--- config.mk ---
export PLATFORM = sky130hd
export DESIGN_NAME = lsm_uop_sequencer
export DESIGN_NICKNAME = d
export VERILOG_FILES = /design/src/rtl/lsm_uop_sequencer.sv
export SDC_FILE = /design/constraint.sdc
export NUM_CORES = 1
export LEC_CHECK = 0
export ABC_CLOCK_PERIOD_IN_PS = 3150
export CORE_MARGIN = 2
export CORE_UTILIZATION = 55
export DETAILED_ROUTE_END_ITERATION = 7
export DONT_BUFFER_PORTS = 1
export PLACE_DENSITY = 0.7
export SLEW_MARGIN = 20
export SYNTH_ARGS = -nofsm -noshare
export SYNTH_HDL_FRONTEND = slang
export SYNTH_SLANG_ARGS = --single-unit
--- constraint.sdc ---
create_clock -name clk_i -period 3.15 [get_ports clk_i]
set_clock_uncertainty 0.2 [all_clocks]
set_input_delay 0.63 -clock clk_i [delete_from_list [all_inputs] [get_ports clk_i]]
set_output_delay 0.63 -clock clk_i [all_outputs]
set_load 0.005 [all_outputs]
--- src/rtl/lsm_uop_sequencer.sv ---
// Multi-register load/store micro-op sequencer: expands PUSH/POP/STM/LDM into
// one transfer micro-op per register. Optional macro: LSM_SEPARATE_WB_EN.
module lsm_uop_sequencer (
  input  logic       clk_i,
  input  logic       rst_i,
  input  logic       start_i,
  input  logic [1:0] op_i,
  input  logic [2:0] base_reg_i,
  input  logic [8:0] reg_list_i,
  input  logic       advance_i,
  output logic       busy_o,
  output logic       stall_o,
  output logic       uop_valid_o,
  output logic [3:0] uop_reg_addr_o,
  output logic [3:0] uop_base_addr_o,
  output logic [5:0] uop_offset_o,
  output logic       uop_is_load_o,
  output logic       uop_is_wb_o,
  output logic       uop_last_o,
  output logic [5:0] total_bytes_o
);

`ifdef LSM_SEPARATE_WB_EN
  typedef enum logic [1:0] {IDLE, XFER, WB} state_t;
`else
  typedef enum logic [1:0] {IDLE, XFER} state_t;
`endif

  typedef enum logic [1:0] {OP_PUSH = 2'b00, OP_POP = 2'b01, OP_STM = 2'b10, OP_LDM = 2'b11} op_t;

  state_t     state_q, state_d;
  op_t        op_q, op_d;
  logic [3:0] base_q, base_d;
  logic [8:0] pending_q, pending_d;
  logic [3:0] idx_q, idx_d;
  logic [5:0] total_q, total_d;
  logic       wb_req_q, wb_req_d;

  logic [8:0] eff_list;
  logic [3:0] eff_count;
  logic       start_ok;
  logic [8:0] low_onehot;
  logic [3:0] low_idx;
  logic       last_xfer;

  // STM/LDM have no ninth register; bit8 only means LR/PC for PUSH/POP.
  always_comb begin
    eff_list = reg_list_i;
    if (op_i[1]) eff_list[8] = 1'b0;
    eff_count = '0;
    for (int unsigned i = 0; i < 9; i++) begin
      eff_count = eff_count + 4'(eff_list[i]);
    end
    start_ok = start_i && (state_q == IDLE) && (eff_list != '0);
  end

  always_comb begin
    low_onehot = pending_q & (~pending_q + 9'd1);
    low_idx    = '0;
    for (int unsigned i = 9; i > 0; i--) begin
      if (pending_q[i-1]) low_idx = 4'(i - 1);
    end
    last_xfer = (pending_q & ~low_onehot) == '0;
  end

  always_ff @(posedge clk_i or posedge rst_i) begin
    if (rst_i) begin
      state_q   <= IDLE;
      op_q      <= OP_PUSH;
      base_q    <= '0;
      pending_q <= '0;
      idx_q     <= '0;
      total_q   <= '0;
      wb_req_q  <= 1'b0;
    end else begin
      state_q   <= state_d;
      op_q      <= op_d;
      base_q    <= base_d;
      pending_q <= pending_d;
      idx_q     <= idx_d;
      total_q   <= total_d;
      wb_req_q  <= wb_req_d;
    end
  end

  always_comb begin
    state_d   = state_q;
    op_d      = op_q;
    base_d    = base_q;
    pending_d = pending_q;
    idx_d     = idx_q;
    total_d   = total_q;
    wb_req_d  = wb_req_q;

    busy_o          = state_q != IDLE;
    uop_valid_o     = busy_o;
    stall_o         = !rst_i && (busy_o || start_ok);
    uop_reg_addr_o  = '0;
    uop_base_addr_o = '0;
    uop_offset_o    = '0;
    uop_is_load_o   = 1'b0;
    uop_is_wb_o     = 1'b0;
    uop_last_o      = 1'b0;
    total_bytes_o   = busy_o ? total_q : '0;

    case (state_q)
      IDLE: begin
        if (start_ok) begin
          state_d   = XFER;
          op_d      = op_t'(op_i);
          base_d    = op_i[1] ? {1'b0, base_reg_i} : 4'd13;
          pending_d = eff_list;
          idx_d     = '0;
          total_d   = {eff_count, 2'b00};
          // LDM that reloads its own base must not overwrite it with the writeback.
          wb_req_d  = !((op_t'(op_i) == OP_LDM) && reg_list_i[base_reg_i]);
        end
      end
      XFER: begin
        uop_reg_addr_o  = (low_idx == 4'd8) ? ((op_q == OP_PUSH) ? 4'd14 : 4'd15) : low_idx;
        uop_base_addr_o = base_q;
        uop_offset_o    = {idx_q, 2'b00};
        uop_is_load_o   = (op_q == OP_POP) || (op_q == OP_LDM);
`ifdef LSM_SEPARATE_WB_EN
        uop_last_o      = last_xfer && !wb_req_q;
`else
        uop_last_o      = last_xfer;
        uop_is_wb_o     = last_xfer && wb_req_q;
`endif
        if (advance_i) begin
          pending_d = pending_q & ~low_onehot;
          idx_d     = idx_q + 4'd1;
          if (last_xfer) begin
`ifdef LSM_SEPARATE_WB_EN
            state_d = wb_req_q ? WB : IDLE;
`else
            state_d = IDLE;
`endif
          end
        end
      end
`ifdef LSM_SEPARATE_WB_EN
      WB: begin
        uop_reg_addr_o  = base_q;
        uop_base_addr_o = base_q;
        uop_is_wb_o     = 1'b1;
        uop_last_o      = 1'b1;
        if (advance_i) state_d = IDLE;
      end
`endif
      default: state_d = IDLE;
    endcase
  end

endmodule

# Yosys cells after proc, flatten, opt, wreduce, memory -nomap -nowiden
# Cells that the tools add are included.
# W data, S select, Z words.
word_totals:
  regBits: 26
  latch_bits: 0
  mem_bits_rw: 0
  mem_bits_ro: 0
  inputBits: 18
  wordCells: 80
  mem_count: 0
classes:
  n_addsub: 10
  multipliers: 0
  div_mod_pow: 0
  magnitude_cmp: 1
  eq_ne: 8
  shift: 0
  mux: 32
  bitwise_logic: 4
  n_reduce_logical: 18
ops:
  columns: ["operator", "n"]
  rows:
  - ["$mux W4", 15]
  - ["$add A4 B1 Y4", 5]
  - ["$and A9 B9 Y9", 2]
  - ["$mux W9", 2]
  - ["$not A9 Y9", 2]
  - ["$pmux W9 S2", 1]
  - ["$mux W6", 2]
  - ["$add A9 B1 Y9 const B", 1]
  - ["$logic_not A9 Y1", 1]
  - ["$reduce_bool A9 Y1", 1]
  - ["$pmux W4 S2", 1]
  - ["$mux W1", 6]
  - ["$mux W2", 3]
  - ["$ne A2 B2 Y1 const B", 3]
  - ["$reduce_and A3 Y1", 2]
  - ["$logic_and A1 B1 Y1", 5]
  - ["$lt A3 B5 Y1 const B", 1]
  - ["$add A3 B1 Y4", 1]
  - ["$add A4 B1 Y4 const B", 1]
  - ["$eq A2 B1 Y1 const B", 2]
  - ["$eq A2 B2 Y1 const B", 2]
  - ["$eq A4 B4 Y1 const B", 1]
  - ["$logic_not A2 Y1", 2]
  - ["$pmux W2 S2", 1]
  - ["other kinds (7)", 10]

# Depth between registers and ports, before layout
depth:
  depth_word: 12
  mapped_depth: 10
  depth_no_buf: 10

# Worst setup path before layout
# No wires, ideal clock.
synth_timing:
  path_type: "input-to-reg"
  startpoint: "in reg_list_i[0]"
  endpoint: "reg total_q[3]"
  setup_ps: 83
  arrival_ps: 3160
  slack_ps: -293
  path_stages: 9
  path_cell_list: "inv_1 fa_1 fa_1 fa_1 inv_1 fa_1 inv_1 fa_1 o21ai_0"
synth_between:
  elab_chain_len: 8
  word_cells_on_any_way: 11
  cone_classes: "add/sub: 8; reduce/logical: 3"
synth_lines:
  columns: ["element", "line_no", "source"]
  rows:
  - ["start, declared", "9", "input logic [8:0] reg_list_i,"]
  - ["$add A1 B1 Y2", "52", "eff_count = eff_count + 4'(eff_list[i]);"]
  - ["$add A2 B1 Y3", "52", null]
  - ["$add A3 B1 Y4", "52", null]
  - ["$add A4 B1 Y4 (5 in a row)", "52", null]
  - ["end signal, assigned", "81", "total_q <= total_d;"]
  - ["end, declared", "36", "logic [5:0] total_q, total_d;"]
# Parallel ways exist; a longest one is shown, timed or not.
# A chain may end at the register's enable or synchronous reset.

# Worst setup path in the final report
layout_timing:
  startpoint: "reg pending_q[5]"
  endpoint: "out uop_is_wb_o"
layout_between:
  elab_chain_len: 8
layout_lines:
  columns: ["element", "line_no", "source"]
  rows:
  - ["start, declared", "34", "logic [8:0] pending_q, pending_d;"]
  - ["start signal, assigned", "79", "pending_q <= pending_d;"]
  - ["$not A9 Y9", "58", "low_onehot = pending_q & (~pending_q + 9'd1);"]
  - ["$add A9 B1 Y9", "58", null]
  - ["$and A9 B9 Y9", "58", null]
  - ["$not A9 Y9", "63", "last_xfer = (pending_q & ~low_onehot) == '0;"]
  - ["$and A9 B9 Y9 (*)", "63", null]
  - ["$logic_not A9 Y1 (*)", "63", null]
  - ["$logic_and A1 B1 Y1 (*)", "128", "uop_is_wb_o = last_xfer && wb_req_q;"]
  - ["$mux W1 (*)", "106", "case (state_q)"]
  - ["end, declared", "18", "output logic uop_is_wb_o,"]
# Mark *: on every way between the ends. The rest lies on a longest branch, timed or not.

==> summary.md <==
| Metric | Value |
|---|---|
| XOR/XNOR share of the synthesized area | `between 1.5 and 2%` |
| CTS Buffer Depth | `2` |
| Clock latency on the worst-skew pair | `330 ps` |
| Row count | `20` |
| Setup ws final | `-26.81 ps` |
| Sequential share of the synthesized area | `between 30% and 40%` |
| EDFF count, synth | `0` |
| Yosys top cell area share | `37.20%` |
| Worst hold path type | `input pin to flip-flop` |
| Final period util | `100.9%` |
| Area leader, netlist | `dfrtp_1` |
| Synth unique cells | `44` |
| Sw Share | `about 44%` |
| Syn Inst Count | `around 190` |
| Layout Cells excl Fill | `230` |
| Met1 WL | `around 1.7 mm` |
| RSZ-0062 raised after global routing | `true` |
| Met3 WL | `312 µm` |
| Ports | `44` |
| Mapped cell area | `0.001682 mm²` |
| Final Wtd Congestion | `0.8650` |
| Yosys reg bits | `25` |
| Vias | `1419` |
| Peak Freq | `0.3148 GHz` |
| Clk sinks | `25` |
| Final Hold Vio Count | `0` |
| Cell-internal power | `roughly 0.0009 W` |
| Leak | `0.8200 nW` |
| Reg-to-reg slack, setup | `730 ps` |
| Failing checks | `negative setup slack` |
| Pre-CTS setup slack | `-303.4 ps` |
| Starting Density | `56.47%` |
| Tmin final | `3177 ps` |
| CP bufs+invs | `0` |
| Simple-gate share of the synthesized area | `approximately a fifth` |
| Post-CTS Hold Fix Bufs | `0` |
| Largest net degree at the start of global routing | `26` |
| Top sig layer | `met4` |
| Core Area | `about 0.0030 mm²` |
| CP endpoint kind | `output port` |
| Status | `finished with violations` |
| Slew Viols, Final | `0` |
| Synthesized area per cell | `8.804 µm²` |
| Placed cell count | `220` |
| Antenna diode count | `0` |
| Nets | `225` |
| CTS tree | `yes` |
| Slowest stage delay, CP | `around 530 ps` |
| Worst slew pin tran | `929.7 ps` |
| Headroom to the max-slew limit | `between 30 and 40%` |
| Setup TNS | `-33.94 ps` |
| Met2 WL | `1.810 mm` |
| Post-synth ARST share | `100.0%` |
| Die height | `59.30 µm` |
| Crit-path slowest cell | `or4_4` |
| Gate power share | `52.2%` |
| Mux contribution to synthesized area | `under 10%` |
| Maxcap violations | `0` |
| DRT Pass-1 Iters | `4` |
| Psw | `0.0007222 W` |
| DP HPWL | `between 2 and 3 mm` |
| Initial antenna violation count | `0` |
| Critical Path Start Type | `flip-flop` |
| Main combinational cell family by area after synthesis | `simple AND/OR/NAND/NOR gates` |
| Final setup fails | `2` |
| Layout Area Growth over Synthesis | `7.217%` |
| WP data required | `2320 ps` |
| Initial DRC Count | `50` |
| IO buf count | `0` |
| Routed wire per std cell | `roughly 17 µm` |
| Die ar. | `0.003516 mm²` |
| Vias in the first global route | `1349` |
| Clk slew on worst S/H paths | `150 ps` |
| CP Data Arrival Time | `2350 ps` |
| Most common flop cell mapped by yosys | `dfrtp_1` |
| CTS root buffer | `clkbuf_4` |
| Largest cells by area after synthesis | `dfrtp_1 37%, fa_1 6.0%, and2_1 4.8%` |
| Routed Antenna Nets | `0` |
| Vias per cell | `roughly 6.2` |
| Die Wd | `59.30 µm` |
| Share of power burned in registers | `a little under two fifths` |
| Power per cell area | `about 900 mW/mm²` |
| Crit Path Category | `flip-flop to output port` |
| First-pass GRT wire length | `~6.3 mm` |
| GRT Total Usage | `24.01%` |
| Maximum vdd drop | `around 0.0004 V` |
| Share of post-route cells with drive strength above 1 | `18.27%` |
| Post-synthesis compound-gate area fraction | `17.19%` |
| Synth warnings | `0` |
| # H-tree levels | `1` |
| Global route overflow | `0` |
| Clock power frac | `9.4%` |
| Cell family with most CP delay | `simple AND/OR/NAND/NOR gates` |
| CTS Buf Count | `3` |
| Cell Chain, Critical Path | `or4_4 > or3_4 > maj3_2 > o21ai_2 > and4_1` |
| WL final | `3.877 mm` |
| Synth Area in Adders | `10.19%` |
| Remaining DRCs | `0` |
| Critical path peak fanout | `4` |
## sequential cells by signal, summed over array words and instances, names as in the netlist
signal	count
idx_q	4
state_q	1
op_q	2
pending_q	9
base_q	4
total_q	4
wb_req_q	1
## path summary, 6_finish.rpt
kind | startpoint | end | depth (start not counted)
worst min-delay path | op_i[1] | base_q[3] | 1
worst min register to register | total_q[5] | total_q[5] | 2
min in group asynchronous | rst_i | wb_req_q | 1
worst max register to register | pending_q[5] | state_q[0] | 7
max in group asynchronous | rst_i | pending_q[5] | 1
worst max-delay path | pending_q[5] | uop_is_wb_o | 5
## timing repair
action	CTS	global route
setup buffers	5	1
gates resized for setup	3	1
pin swaps	2	4
cloned	0	0
endpoints found under the setup margin	2	3
## cell families after synthesis
group / count (synthesis)
and+or+nand+nor: 70
AOI/OAI and AO/OA: 44
buffers and inverters: 33
DFF: 25
adders and majority gates: 11
muxes: 4
xor gates and xnor gates: 3
other: 1
## power by group through the flow
stage / combinational [W] / sequential (W) / clock [W]
floorplan: 0.000639 / 0.000558 / 0
global placement: 0.000711 / 0.000618 / 0
detailed placement: 0.000726 / 0.000629 / 0
CTS: 0.000823 / 0.000620 / 0.000155
global route: 0.000953 / 0.000646 / 0.000164
finish: 0.000849 / 0.000624 / 0.000154
## layout make-up
type                            count  area, µm²
Clock inverter                      1      7.507
Clock buffer                        3      22.52
Tap cell                           33      41.29
Sequential cell                    25      629.4
Multi-Input combinational cell    136      933.4
Timing Repair Buffer               11      82.58
Inverter                           21      86.33
Fill cell                         275       1175
## metrics by stage
step / hold WS (ps) / utilization [%] / instance area [µm²] / total power [W]
after global routing: 147.5 / 60.55 / 1803 / 0.001763
final: 165.5 / 60.55 / 1803 / 0.001627
after detailed placement: 256.4 / 57.77 / 1720 / 0.001354
after CTS: 159.2 / 60.17 / 1792 / 0.001597
after floorplan: 230.4 / - / 1705 / 0.001197
after global placement: 249.5 / 57.77 / 1720 / 0.001329
## layout by cell type (no fill, tap or decap), types with 4 or more instances in the layout
| cell | count |
|---|---|
| nand3_1 | 4 |
| inv_1 | 16 |
| o21ai_0 | 6 |
| dfrtp_1 | 22 |
| conb_1 | 4 |
| a31oi_1 | 4 |
| buf_4 | 11 |
| ha_1 | 4 |
| a21oi_1 | 10 |
| nor2_1 | 18 |
| and2_1 | 13 |
| o22ai_1 | 4 |
| nand2_1 | 20 |
## synthesized netlist by cell type (all sizes together), types with 4 or more instances
cell type	number
dfrtp	25
inv	20
nand2	20
nor2	18
and2	13
a21oi	10
o21ai	9
buf	6
clkbuf	6
fa	5
a31oi	4
ha	4
nand3	4
o22ai	4
## routing by layer
layer  vias to the layer above  GRT usage (%)
met2                        71          38.46
met3                         6          4.148
met5                         -              0
met4                         0          5.844
li1                        666              -
met1                       676          33.95
Power figures use the tool's default switching activity.
